--- src/rtl/bomb_sprite_mixer.sv ---
`default_nettype none
// ============================================================================
//  Module      : bomb_sprite_mixer
//  Description : Single-bomb sprite overlay between the VGA timing generator
//                and the RGB output. Holds one bomb on a 40x30 grid of 16 px
//                cells, runs the fuse/blast lifecycle counted in frames, feeds
//                the scan position to the 16x16 bomb image ROM, delays the
//                background to match the ROM read latency, and keys out
//                transparent sprite pixels.
//  Ports       : i_clk, i_rst          pixel clock, async active-high reset
//                i_frame_tick          one pulse per frame (in blanking)
//                i_place, i_cell_*     bomb placement request
//                i_pos_*, i_de, i_bg_rgb  scan position / background pixel
//                o_rom_pos_*           scan position passed to the ROM
//                i_rom_data            ROM pixel, 1 cycle after address
//                o_rgb, o_de           final pixel, 2 cycles after i_pos
//                o_active, o_explode   lifecycle status / blast-entry pulse
//                o_bomb_cell_*         latched bomb cell
//  Revision    : 1.0 - initial release
// ============================================================================
module bomb_sprite_mixer #(
    parameter int          FUSE_FRAMES  = 180,
    parameter int          BLINK_FRAMES = 60,
    parameter int          BLINK_SHIFT  = 3,
    parameter int          BLAST_FRAMES = 30,
    parameter logic [23:0] KEY_RGB      = 24'h000000,
    parameter logic [23:0] BLAST_RGB    = 24'hFF0000
) (
    input  logic        i_clk,
    input  logic        i_rst,
    input  logic        i_frame_tick,
    input  logic        i_place,
    input  logic [5:0]  i_cell_x,
    input  logic [4:0]  i_cell_y,
    input  logic [9:0]  i_pos_x,
    input  logic [9:0]  i_pos_y,
    input  logic        i_de,
    input  logic [23:0] i_bg_rgb,
    output logic [9:0]  o_rom_pos_x,
    output logic [9:0]  o_rom_pos_y,
    input  logic [23:0] i_rom_data,
    output logic [23:0] o_rgb,
    output logic        o_de,
    output logic        o_active,
    output logic        o_explode,
    output logic [5:0]  o_bomb_cell_x,
    output logic [4:0]  o_bomb_cell_y
);

    localparam logic [1:0] c_ST_IDLE  = 2'd0;
    localparam logic [1:0] c_ST_ARMED = 2'd1;
    localparam logic [1:0] c_ST_BLAST = 2'd2;

    localparam logic [7:0] c_FUSE_LAST   = 8'(FUSE_FRAMES - 1);
    localparam logic [7:0] c_BLAST_LAST  = 8'(BLAST_FRAMES - 1);
    // First fuse count at which the blink phase starts to matter.
    localparam logic [7:0] c_BLINK_START = 8'(FUSE_FRAMES - BLINK_FRAMES);

    logic [1:0]  r_state;
    logic [7:0]  r_cnt;
    logic [5:0]  r_cell_x;
    logic [4:0]  r_cell_y;
    logic        r_active;
    logic        r_explode;

    logic        r_hit1;
    logic        r_de1;
    logic [23:0] r_bg1;
    logic [23:0] r_rgb;
    logic        r_de2;

    logic        w_place_ok;
    logic        w_vis;
    logic        w_hit;
    logic        w_blast;

    assign o_rom_pos_x = i_pos_x;
    assign o_rom_pos_y = i_pos_y;

    assign w_place_ok = i_place && (i_cell_x < 6'd40) && (i_cell_y < 5'd30);

    // ------------------------------------------------------------------------
    // Lifecycle FSM. Transitions only on a frame tick or a place, both of
    // which arrive during blanking, so the sprite never changes mid-frame.
    // ------------------------------------------------------------------------
    always_ff @(posedge i_clk or posedge i_rst) begin
        if (i_rst) begin
            r_state   <= c_ST_IDLE;
            r_cnt     <= 8'd0;
            r_cell_x  <= 6'd0;
            r_cell_y  <= 5'd0;
            r_active  <= 1'b0;
            r_explode <= 1'b0;
        end else begin
            r_explode <= 1'b0;
            case (r_state)
                c_ST_IDLE: begin
                    // A place beats a coincident tick: the count starts at 0.
                    if (w_place_ok) begin
                        r_state  <= c_ST_ARMED;
                        r_cell_x <= i_cell_x;
                        r_cell_y <= i_cell_y;
                        r_cnt    <= 8'd0;
                        r_active <= 1'b1;
                    end
                end
                c_ST_ARMED: begin
                    if (i_frame_tick) begin
                        if (r_cnt == c_FUSE_LAST) begin
                            r_state   <= c_ST_BLAST;
                            r_cnt     <= 8'd0;
                            r_explode <= 1'b1;
                        end else begin
                            r_cnt <= r_cnt + 8'd1;
                        end
                    end
                end
                c_ST_BLAST: begin
                    if (i_frame_tick) begin
                        if (r_cnt == c_BLAST_LAST) begin
                            r_state  <= c_ST_IDLE;
                            r_cnt    <= 8'd0;
                            r_active <= 1'b0;
                        end else begin
                            r_cnt <= r_cnt + 8'd1;
                        end
                    end
                end
                default: begin
                    r_state  <= c_ST_IDLE;
                    r_cnt    <= 8'd0;
                    r_active <= 1'b0;
                end
            endcase
        end
    end

    assign w_blast = (r_state == c_ST_BLAST);

    // Blinking only applies inside the final part of the fuse.
    assign w_vis = w_blast ||
                   ((r_state == c_ST_ARMED) &&
                    ((r_cnt < c_BLINK_START) || !r_cnt[BLINK_SHIFT]));

    // Raw position compare; the ROM handles its own address mapping.
    assign w_hit = i_de && w_vis &&
                   (i_pos_x[9:4] == r_cell_x) &&
                   (i_pos_y[9:4] == {1'b0, r_cell_y});

    // ------------------------------------------------------------------------
    // Two-stage pixel pipeline. Stage 1 waits out the ROM read latency,
    // stage 2 selects between background, ROM pixel and blast colour.
    // ------------------------------------------------------------------------
    always_ff @(posedge i_clk or posedge i_rst) begin
        if (i_rst) begin
            r_hit1 <= 1'b0;
            r_de1  <= 1'b0;
            r_bg1  <= 24'd0;
            r_rgb  <= 24'd0;
            r_de2  <= 1'b0;
        end else begin
            r_hit1 <= w_hit;
            r_de1  <= i_de;
            r_bg1  <= i_bg_rgb;
            r_de2  <= r_de1;
            if (!r_de1) begin
                r_rgb <= 24'd0;
            end else if (r_hit1 && (i_rom_data != KEY_RGB)) begin
                r_rgb <= w_blast ? BLAST_RGB : i_rom_data;
            end else begin
                r_rgb <= r_bg1;
            end
        end
    end

    assign o_rgb         = r_rgb;
    assign o_de          = r_de2;
    assign o_active      = r_active;
    assign o_explode     = r_explode;
    assign o_bomb_cell_x = r_cell_x;
    assign o_bomb_cell_y = r_cell_y;

endmodule
`default_nettype wire

--- config.mk ---
export PLATFORM = sky130hd
export DESIGN_NAME = bomb_sprite_mixer
export DESIGN_NICKNAME = d
export VERILOG_FILES = /design/src/rtl/bomb_sprite_mixer.sv
export SDC_FILE = /design/constraint.sdc
export NUM_CORES = 1
export LEC_CHECK = 0
export BUFFER_PORTS_ARGS = -buffer_cell sky130_fd_sc_hd__buf_2
export CAP_MARGIN = 0
export CORE_UTILIZATION = 47
export DETAILED_ROUTE_END_ITERATION = 10
export MAX_ROUTING_LAYER = met4
export PLACE_DENSITY = 0.79
export SLEW_MARGIN = 15
export SYNTH_ARGS = -nofsm -noshare
export SYNTH_HDL_FRONTEND = slang
export SYNTH_SLANG_ARGS = --single-unit
--- constraint.sdc ---
create_clock -name i_clk -period 3 [get_ports i_clk]
set_input_delay 0.3 -clock i_clk [delete_from_list [all_inputs] [get_ports i_clk]]
set_output_delay 0.3 -clock i_clk [all_outputs]
set_load 0.005 [all_outputs]
==> impl_metrics.csv, run 1 <==
group,metric,value,unit
run_status,status,"finished, violations left",
run_status,failed_checks,"DRC",
hold_path,whs_endpoint,"r_bg1[19]$_DFF_PP0_",
final_layout,final_cells,471,
clock_network,htreeDepth,3,
setup_path,critPathRequiredTime,3.22,ns
hold_path,hold_depth,1,
setup_path,crit_start,"r_state[0]$_DFFE_PP0P_",
die,die_width,84.6,um
clock_network,clkSinkCount,74,
synthesis,yosysUniqueCellTypes,40,
clock_network,post_cts_buffers,0,
setup_path,crit_path_end_kind,"flip-flop",
synthesis,synth_common_cells,"dfrtp_1, o21ai_0, nand3_1",
drt,firstDrtPassIters,10,
clock_network,post_cts_resized,0,
drt,drc,14,
sta,finalCriticalPeriod,2.14,ns
setup_path,cp_cell_sequence,"inv_1 > ha_1 > buf_4 > nor2_1 > o21bai_1 > nor2_2 > a221o_1",
hold_path,hp-class,"in -> reg",
synthesis,yosysTopAreaCellShare,57.7,%
setup_path,worstRegToRegCells,7,
sta,tightest_slew,0.863,ns
sta,slew_headroom,42.5,%
synthesis,synth_edf_count,0,
grt,track_usage,21.3,%
drt,wire_per_inst,14.5,um
die,die_y,84.6,um
synthesis,synth_area,0.00321,mm2
die,die_area,0.00716,mm2
clock_network,cts_made_buffers,9,
final_layout,nets,479,
clock_network,insertion_delay,0.34,ns
power,peakVddDrop,0.427,mV
sta,rsz0062_at_grt,"false",
sta,finalSetupViolCount,0,
synthesis,postSynth.asyncResetShare,100,%
place,place_inst,456,
setup_path,path_class,"reg -> reg",
place,gp_congestion,0.873,
synthesis,synth_area_leaders,"dfrtp_1, o21ai_0, buf_4",
final_layout,layout-drive-gt1-share,40.6,%
synthesis,synth.ff_latch_count,74,
hold_path,hp-start,"i_bg_rgb[19]",
grt,overflow,0,
final_layout,fill_cells,535,
synthesis,synth_most_common_cell,"dfrtp_1",
die,num_io_pins,142,
clock_network,tritoncts,"built",
clock_network,root_buffer,"clkbuf_8",
drt,ant_nets,0,
place,place_ws,0.865,ns
synthesis,yosysTopAreaCell,"dfrtp_1",
grt,grt_max_degree,51,
power,power.density,698,mW/mm2
die,rows,29,
synthesis,synthCells,285,
place,io_buffers,125,
setup_path,r2r_slack,0.86,ns
grt,antenna_found_initial,0,
grt,grt_pass1_vias,2444,
final_layout,final_area,0.00394,mm2
drt,viasPerCell,5.35,
final_layout,area_growth_syn_to_layout,22.7,%
final_layout,fin_util,61.0,%
setup_path,r2r_start,"r_state[0]$_DFFE_PP0P_",
setup_path,worstPathArrival,2.36,ns
drt,drt-total-wl,6.85,mm
power,p_leak,0.00191,uW
die,core,0.00646,mm2
synthesis,seq_area_frac_synth,57.7,%
final_layout,antennaDiodeCount,0,
clock_network,clk_path_buf_depth,2,
sta,fmaxAchievable,468,MHz
setup_path,r2r-end,"r_cnt[7]$_DFFE_PP0P_",
sta,tns,0,ns
clock_network,clk_pin_slew,0.08,ns
job,timing.max_cap.violations,0,
place,dp_hpwl,4.99,mm
synthesis,syn_avg_cell_area,11.3,um2
setup_path,critPathMaxFanout,29,
sta,skew,0.00832,ns
place,placed_area,0.00375,mm2
sta,finalWorstSetupSlack,0.863,ns
setup_path,max_stage_delay,0.62,ns
drt,drt_iter0_drc,185,
drt,dr_total_vias,2522,
clock_network,holdBufCountCts,0,
synthesis,synth_fp_nets,374,
sta,hold_viol,0,
setup_path,crit_path_start_kind,"flip-flop",
sta,drv_slew,0,
sta,min_period_over_period,71.2,%
synthesis,synth_ff_type,"dfrtp_1",
die,initial_core_util,49.7,%
synthesis,yosysWarningCount,0,
grt,grt_pass1_wl,11.5,mm
setup_path,cpMaxStageDelayCell,"o21bai_1",
## report_power, final
part / total [uW] / switching (uW) / internal [uW]
clock network: 733 / 355 / 378
registers: 1240 / 102 / 1140
logic: 775 / 387 / 388
## cell type report
cell class	instances	area, um2	share of cell area (%)
inverters	5	20.0	0.508
repair buffers	129	656	16.6
multi-input cells	171	1130	28.7
clock buffers	10	128	3.24
flip-flops and latches	74	1850	47.0
well taps	77	96.3	2.45
clock inverters	5	56.3	1.43
## per-layer routing
layer / track usage (%) / wire length, um / up-vias / share of wire (%)
li1: - / - / 1202 / -
met1: 26.4 / 2930 / 1196 / 43
met2: 34.2 / 3300 / 115 / 48
met3: 6.10 / 547 / 9 / 8.0
met4: 6.01 / 70 / 0 / 1.0
met5: - / 0 / - / 0
## worst max-delay path, delay by kind of cell, from the launching register on
kind / cells / cell delay [ns]
AOI/OAI and AO/OA: 2 / 0.94
DFF: 1 / 0.39
buffers and inverters: 2 / 0.34
and+or+nand+nor: 2 / 0.21
adders and majority gates: 1 / 0.15
## per-stage QoR
step	hold WS (ns)	total power (uW)
floorplan	0.331	1790
global placement	0.358	2010
detailed placement	0.374	2040
CTS	0.0411	2790
global route	0.0400	2920
finish	0.0581	2750
## how the worst max path moves through the flow
stage	endpoint	slack, ns	cells after the start
2_1_floorplan	o_active$_DFFE_PP0P_	0.82	1
3_3_place_gp	r_cnt[7]$_DFFE_PP0P_	0.98	7
3_5_place_dp	r_cnt[4]$_DFFE_PP0P_	0.86	7
4_1_cts	r_cnt[7]$_DFFE_PP0P_	0.85	7
5_1_grt	r_cnt[7]$_DFFE_PP0P_	0.66	7
6_report	r_cnt[7]$_DFFE_PP0P_	0.86	7
## kinds of logic after synthesis
family | after synthesis | synth area share [%]
flip-flops | 74 | 57.7
XOR/XNOR | 11 | 3.00
AO/OA/AOI/OAI | 58 | 11.1
AND/OR/NAND/NOR | 85 | 14.9
multiplexers | 12 | 4.17
buffers and inverters | 40 | 7.17
adder cells (fa/ha/maj) | 5 | 1.95
## cell usage in the layout (no fill, tap or decap), drive strengths merged
cell	n
a21o	1
a21oi	2
a221o	3
a221oi	1
a2bb2oi	2
a31oi	2
and3	2
buf	129
bufinv	1
clkbuf	10
clkinv	4
clkinvlp	1
dfrtp	74
ha	5
inv	4
mux2	11
mux2i	1
nand2	11
nand2b	1
nand3	28
nand3b	16
nand4	5
nor2	8
nor3	2
nor3b	1
nor4	7
nor4b	1
o21ai	41
o21bai	2
o22a	1
o2bb2ai	1
o31ai	1
o41ai	1
or2	1
or2b	1
or4	1
xnor2	6
xor2	5
## flip-flops by register name (all words and copies together) (netlist names), 2 cells and up
signal / flops
o_bomb_cell_y: 5
o_bomb_cell_x: 6
r_state: 2
r_cnt: 8
o_rgb: 24
r_bg1: 24
Power figures use the tool's default switching activity.
==> run 2, diff against run 1 <==
--- a/config.mk
+++ b/config.mk
@@ -7,10 +7,10 @@
 export LEC_CHECK = 0
 export BUFFER_PORTS_ARGS = -buffer_cell sky130_fd_sc_hd__buf_2
 export CAP_MARGIN = 0
-export CORE_UTILIZATION = 47
+export CORE_UTILIZATION = 42
 export DETAILED_ROUTE_END_ITERATION = 10
 export MAX_ROUTING_LAYER = met4
-export PLACE_DENSITY = 0.79
+export PLACE_DENSITY = 0.74
 export SLEW_MARGIN = 15
 export SYNTH_ARGS = -nofsm -noshare
 export SYNTH_HDL_FRONTEND = slang
==> constraint.sdc (replaced) <==
create_clock -name i_clk -period 1.71 [get_ports i_clk]
set_input_delay 0.171 -clock i_clk [delete_from_list [all_inputs] [get_ports i_clk]]
set_output_delay 0.171 -clock i_clk [all_outputs]
set_load 0.005 [all_outputs]
==> impl_metrics.csv, run 2 (synthesis results as in run 1) <==
group,metric,value,unit
final_layout,final_cells,556,
sta,fmaxAchievable,521,MHz
sta,finalWorstSetupSlack,-0.209,ns
setup_path,critical_path.endpoint,"r_cnt[7]$_DFFE_PP0P_",
grt,grt_pass1_wl,11.7,mm
setup_path,r2r_start,"r_cnt[1]$_DFFE_PP0P_",
final_layout,multi_input_area,0.00118,mm2
final_layout,layout-drive-gt1-share,44.6,%
final_layout,nets,541,
sta,slew_headroom,66.1,%
final_layout,final_area,0.00464,mm2
power,power.density,1220,mW/mm2
sta,whs,0.0511,ns
drt,drc,0,
drt,viasPerCell,5.00,
sta,tightest_slew,0.508,ns
grt,overflow,0,
clock_network,clkSinkCount,74,
clock_network,htreeDepth,3,
drt,ant_nets,0,
place,placed_area,0.00402,mm2
setup_path,crit_start,"r_cnt[1]$_DFFE_PP0P_",
setup_path,worstRegToRegCells,7,
place,dp_hpwl,5.35,mm
drt,wire_per_inst,14.1,um
place,io_buffers,125,
final_layout,area_growth_syn_to_layout,44.5,%
hold_path,hp-class,"in -> reg",
sta,drv_slew,0,
clock_network,clk_path_buf_depth,2,
final_layout,regArea,0.00185,mm2
sta,finalSetupViolCount,10,
grt,grt_pass1_vias,2585,
place,place_inst,503,
place,gp_congestion,0.829,
setup_path,worstPathArrival,2.14,ns
power,p_leak,0.00225,uW
clock_network,clk_pin_slew,0.08,ns
die,rows,31,
sta,min_period_over_period,112,%
die,die_y,89.4,um
grt,antenna_found_initial,0,
final_layout,final_common_cell,"buf_2",
job,timing.max_cap.violations,0,
setup_path,critPathRequiredTime,1.94,ns
run_status,status,"finished, violations left",
sta,rsz0062_at_grt,"true",
die,die_width,89.4,um
setup_path,crit_path_end_kind,"flip-flop",
setup_path,path_class,"reg -> reg",
setup_path,critPathMaxFanout,4,
final_layout,antennaDiodeCount,0,
die,num_io_pins,142,
setup_path,r2r_slack,-0.21,ns
drt,dr_total_vias,2779,
drt,drt-total-wl,7.81,mm
die,die_area,0.00800,mm2
power,peakVddDrop,0.841,mV
sta,finalCriticalPeriod,1.92,ns
drt,drt_iter0_drc,90,
clock_network,cts_made_buffers,9,
drt,firstDrtPassIters,4,
setup_path,crit_path_start_kind,"flip-flop",
setup_path,r2r-end,"r_cnt[7]$_DFFE_PP0P_",
sta,skew,0.00897,ns
grt,track_usage,20.3,%
run_status,failed_checks,"setup timing",
grt,grt_max_degree,49,
final_layout,mostFrequentLayoutCells,"buf_2, dfrtp_1, o21ai_0",
place,place_ws,-0.294,ns
sta,hold_viol,0,
die,initial_core_util,43.8,%
clock_network,root_buffer,"clkbuf_8",
clock_network,tritoncts,"built",
final_layout,fill_cells,576,
clock_network,insertion_delay,0.34,ns
die,core,0.00733,mm2
-- run 2: cell types whose count changed in the layout (fill, tap and decap cells not counted), moves of 2 or more --
cell           delta
dlygate4sd3_1    +26
buf_4            +31
inv_6             +2
buf_6             +2
buf_12            +3
clkinv_2          -3
-- run 2: what timing repair did --
action | CTS | global route
setup buffers | 5 | 6
gates resized for setup | 4 | 6
setup endpoints to repair | 10 | 11
endpoints found under the hold margin | 45 | 0
pin swaps | 2 | 1
hold buffers | 26 | 0
-- run 2: power by group --
group	switching [uW]	total [uW]	internal (uW)
Sequential	185	2180	2000
Clock	664	1540	876
Combinational	857	1960	1100
-- run 2: worst min path at each step --
| stage | from | endpoint | depth (start not counted) |
|---|---|---|---|
| after floorplan | i_bg_rgb[0] | r_bg1[0]$_DFF_PP0_ | 0 |
| after CTS | i_cell_x[1] | o_bomb_cell_x[1]$_DFFE_PP0P_ | 2 |
| after global placement | i_rst | r_bg1[18]$_DFF_PP0_ | 2 |
| after detailed placement | i_rst | r_bg1[18]$_DFF_PP0_ | 2 |
| after global routing | i_cell_x[2] | o_bomb_cell_x[2]$_DFFE_PP0P_ | 2 |
| final | i_cell_x[1] | o_bomb_cell_x[1]$_DFFE_PP0P_ | 2 |
-- run 2: layer usage --
layer	track usage (%)	vias to the layer above	share of wire (%)
li1	-	1329	-
met5	-	-	0
met4	6.49	0	0.81
met3	6.83	8	6.9
met1	21.6	1341	41
met2	35.6	101	52
-- run 2: critical path, stage by stage, from the launching register on --
cell and delay (ns):
dfrtp_1 0.39, ha_2 0.20, nand2b_1 0.08, or4_4 0.46
a31oi_4 0.20, buf_6 0.15, nor2_4 0.04, a221o_1 0.30
-- run 2: area by class of cell --
cell class	count	area share (%)
flip-flops and latches	74	39.9
repair buffers	191	26.5
multi-input cells	171	25.4
clock buffers	10	2.97
well taps	99	2.67
clock inverters	6	2.05
inverters	5	0.486
-- run 2: per-stage QoR --
stage / power [uW] / TNS, ns / utilization (%)
final: 5680 / -1.60 / 63.3
after global routing: 6020 / -2.49 / 63.3
after CTS: 5560 / -1.23 / 62.4
after detailed placement: 3870 / -2.22 / 54.8
after global placement: 3810 / -1.83 / 54.8
after floorplan: 3140 / -0.779 / -
==> run 3, diff against run 2 <==
--- a/config.mk
+++ b/config.mk
@@ -7,10 +7,10 @@
 export LEC_CHECK = 0
 export BUFFER_PORTS_ARGS = -buffer_cell sky130_fd_sc_hd__buf_2
 export CAP_MARGIN = 0
-export CORE_UTILIZATION = 42
+export CORE_UTILIZATION = 47
 export DETAILED_ROUTE_END_ITERATION = 10
 export MAX_ROUTING_LAYER = met4
-export PLACE_DENSITY = 0.74
+export PLACE_DENSITY = 0.79
 export SLEW_MARGIN = 15
 export SYNTH_ARGS = -nofsm -noshare
 export SYNTH_HDL_FRONTEND = slang
==> constraint.sdc (replaced) <==
create_clock -name i_clk -period 1.8 [get_ports i_clk]
set_input_delay 0.18 -clock i_clk [delete_from_list [all_inputs] [get_ports i_clk]]
set_output_delay 0.18 -clock i_clk [all_outputs]
set_load 0.005 [all_outputs]
==> impl_metrics.csv, run 3 (synthesis results as in run 1) <==
group,metric,value,unit
run_status,status,"finished, violations left",
run_status,failed_checks,"DRC, setup timing",
die,core,0.00646,mm2
place,gp_congestion,0.843,
clock_network,htreeDepth,3,
final_layout,layout-drive-gt1-share,43.9,%
place,io_buffers,125,
setup_path,worstPathArrival,2.19,ns
grt,overflow,0,
die,die_y,84.6,um
clock_network,clk_path_buf_depth,2,
clock_network,insertion_delay,0.35,ns
sta,finalCriticalPeriod,1.96,ns
sta,finalWorstSetupSlack,-0.157,ns
sta,hold_viol,0,
grt,grt_pass1_vias,2723,
power,p_seq_share,41.2,%
sta,drv_slew,0,
power,p_clk_share,24.6,%
grt,track_usage,23.8,%
clock_network,cts_made_buffers,9,
setup_path,crit_path_end_kind,"flip-flop",
hold_path,hp-class,"in -> reg",
final_layout,fill_cells,490,
power,switching_share,31.9,%
grt,grtUsageMet2,38.1,%
power,p_switching,1600,uW
final_layout,final_common_cell,"buf_2",
drt,dr_total_vias,2791,
power,peakVddDrop,0.918,mV
grt,grt_pass1_wl,12.8,mm
final_layout,mostFrequentLayoutCells,"buf_2, dfrtp_1, o21ai_0",
clock_network,clk_pin_slew,0.08,ns
drt,ant_nets,0,
place,place_ws,-0.119,ns
power,p_leak,0.00217,uW
place,dp_hpwl,5.35,mm
job,timing.max_cap.violations,0,
clock_network,clkSinkCount,74,
grt,antenna_found_initial,0,
sta,tns,-0.933,ns
setup_path,cpMaxStageDelayCell,"or4_4",
setup_path,worstRegToRegCells,6,
final_layout,nets,530,
die,die_width,84.6,um
clock_network,root_buffer,"clkbuf_8",
drt,viasPerCell,5.34,
die,rows,29,
drt,drt_iter0_drc,203,
final_layout,area_growth_syn_to_layout,40.0,%
sta,tightest_slew,0.446,ns
drt,firstDrtPassIters,10,
setup_path,path_class,"reg -> reg",
power,p_int,3410,uW
die,die_area,0.00716,mm2
sta,finalSetupViolCount,9,
grt,grt_max_degree,50,
setup_path,critPathMaxFanout,6,
drt,drc,13,
sta,skew,0.0115,ns
power,power.density,1110,mW/mm2
setup_path,r2r_slack,-0.16,ns
final_layout,final_area,0.00449,mm2
drt,drt-total-wl,8.05,mm
grt,grt_util_met3,6.69,%
sta,rsz0062_at_grt,"true",
sta,fmaxAchievable,511,MHz
place,placed_area,0.00394,mm2
sta,min_period_over_period,109,%
setup_path,critPathRequiredTime,2.03,ns
die,initial_core_util,49.7,%
die,num_io_pins,142,
final_layout,antennaDiodeCount,0,
setup_path,cp_cell_sequence,"ha_4 > nand2b_4 > or4_4 > a31oi_4 > nor2_2 > a221o_1",
hold_path,hold_depth,2,
grt,use_met1,28.9,%
clock_network,tritoncts,"built",
drt,wire_per_inst,15.4,um
sta,slew_headroom,70.2,%
setup_path,max_stage_delay,0.52,ns
grt,grt_busiest_layer,"met2",
setup_path,crit_path_start_kind,"flip-flop",
power,pwr-share-comb,34.1,%
run 3: cell count changes in the layout (fill, tap and decap cells not counted), sizes merged:
cell	previous run	this run
clkbuf	10	12
buf	165	154
bufinv	2	0
clkinv	2	1
clkinvlp	1	2
run 3: power groups by stage:
stage          sequential [uW]  combinational, uW  clock [uW]
3_5_place_dp              2090               1500           0
4_1_cts                   2060               1580        1250
3_3_place_gp              2080               1470           0
2_1_floorplan             2090                886           0
5_1_grt                   2090               1870        1340
6_report                  2060               1710        1230
run 3: stage by stage:
step           instances  util (%)  hold WS (ns)  power, uW
3_5_place_dp         477      61.0         0.220       3590
3_3_place_gp         477      61.0         0.208       3550
2_1_floorplan        285         -         0.211       2980
5_1_grt              523      69.6        0.0373       5300
6_report             523      69.6        0.0522       5000
4_1_cts              520      68.2        0.0431       4890
run 3: layer usage:
metal / share of wire, % / vias up
met2: 50 / 131
met5: 0 / -
met1: 41 / 1336
li1: - / 1306
met3: 7.3 / 18
met4: 1.9 / 0
run 3: critical path, delay by kind of cell, from the launching register on:
kind	cells	cell delay (ns)
adder cells (fa/ha/maj)	1	0.17
flip-flops	1	0.43
AND/OR/NAND/NOR	3	0.65
AO/OA/AOI/OAI	2	0.59
run 3: worst paths after layout:
path,startpoint,end
max,r_cnt[1]$_DFFE_PP0P_,r_cnt[4]$_DFFE_PP0P_
max reg2reg,r_cnt[1]$_DFFE_PP0P_,r_cnt[4]$_DFFE_PP0P_
min in group asynchronous,i_rst,o_explode$_DFF_PP0_
min reg2reg,r_bg1[2]$_DFF_PP0_,o_rgb[2]$_DFF_PP0_
min,i_cell_x[2],o_bomb_cell_x[2]$_DFFE_PP0P_
max in group asynchronous,i_rst,o_bomb_cell_x[5]$_DFFE_PP0P_
run 3: area by class of cell:
cell class                 instances  area, um2  area share [%]
clock buffer                      12        155            3.45
clock inverter                     4       33.8           0.752
inverter                           5       22.5           0.501
multi-input combinational        171       1200            26.8
sequential                        74       1850            41.2
tap                               77       96.3            2.14
timing repair buffer             180       1130            25.2
run 3: timing repair:
item | 4_1_cts | 5_1_grt
buffers inserted | 1 | 3
gates resized for setup | 1 | 16
pin swaps | 3 | 8
hold buffers | 26 | 0
hold endpoints to repair | 43 | 0
setup endpoints to repair | 10 | 11
gates cloned | 0 | 0
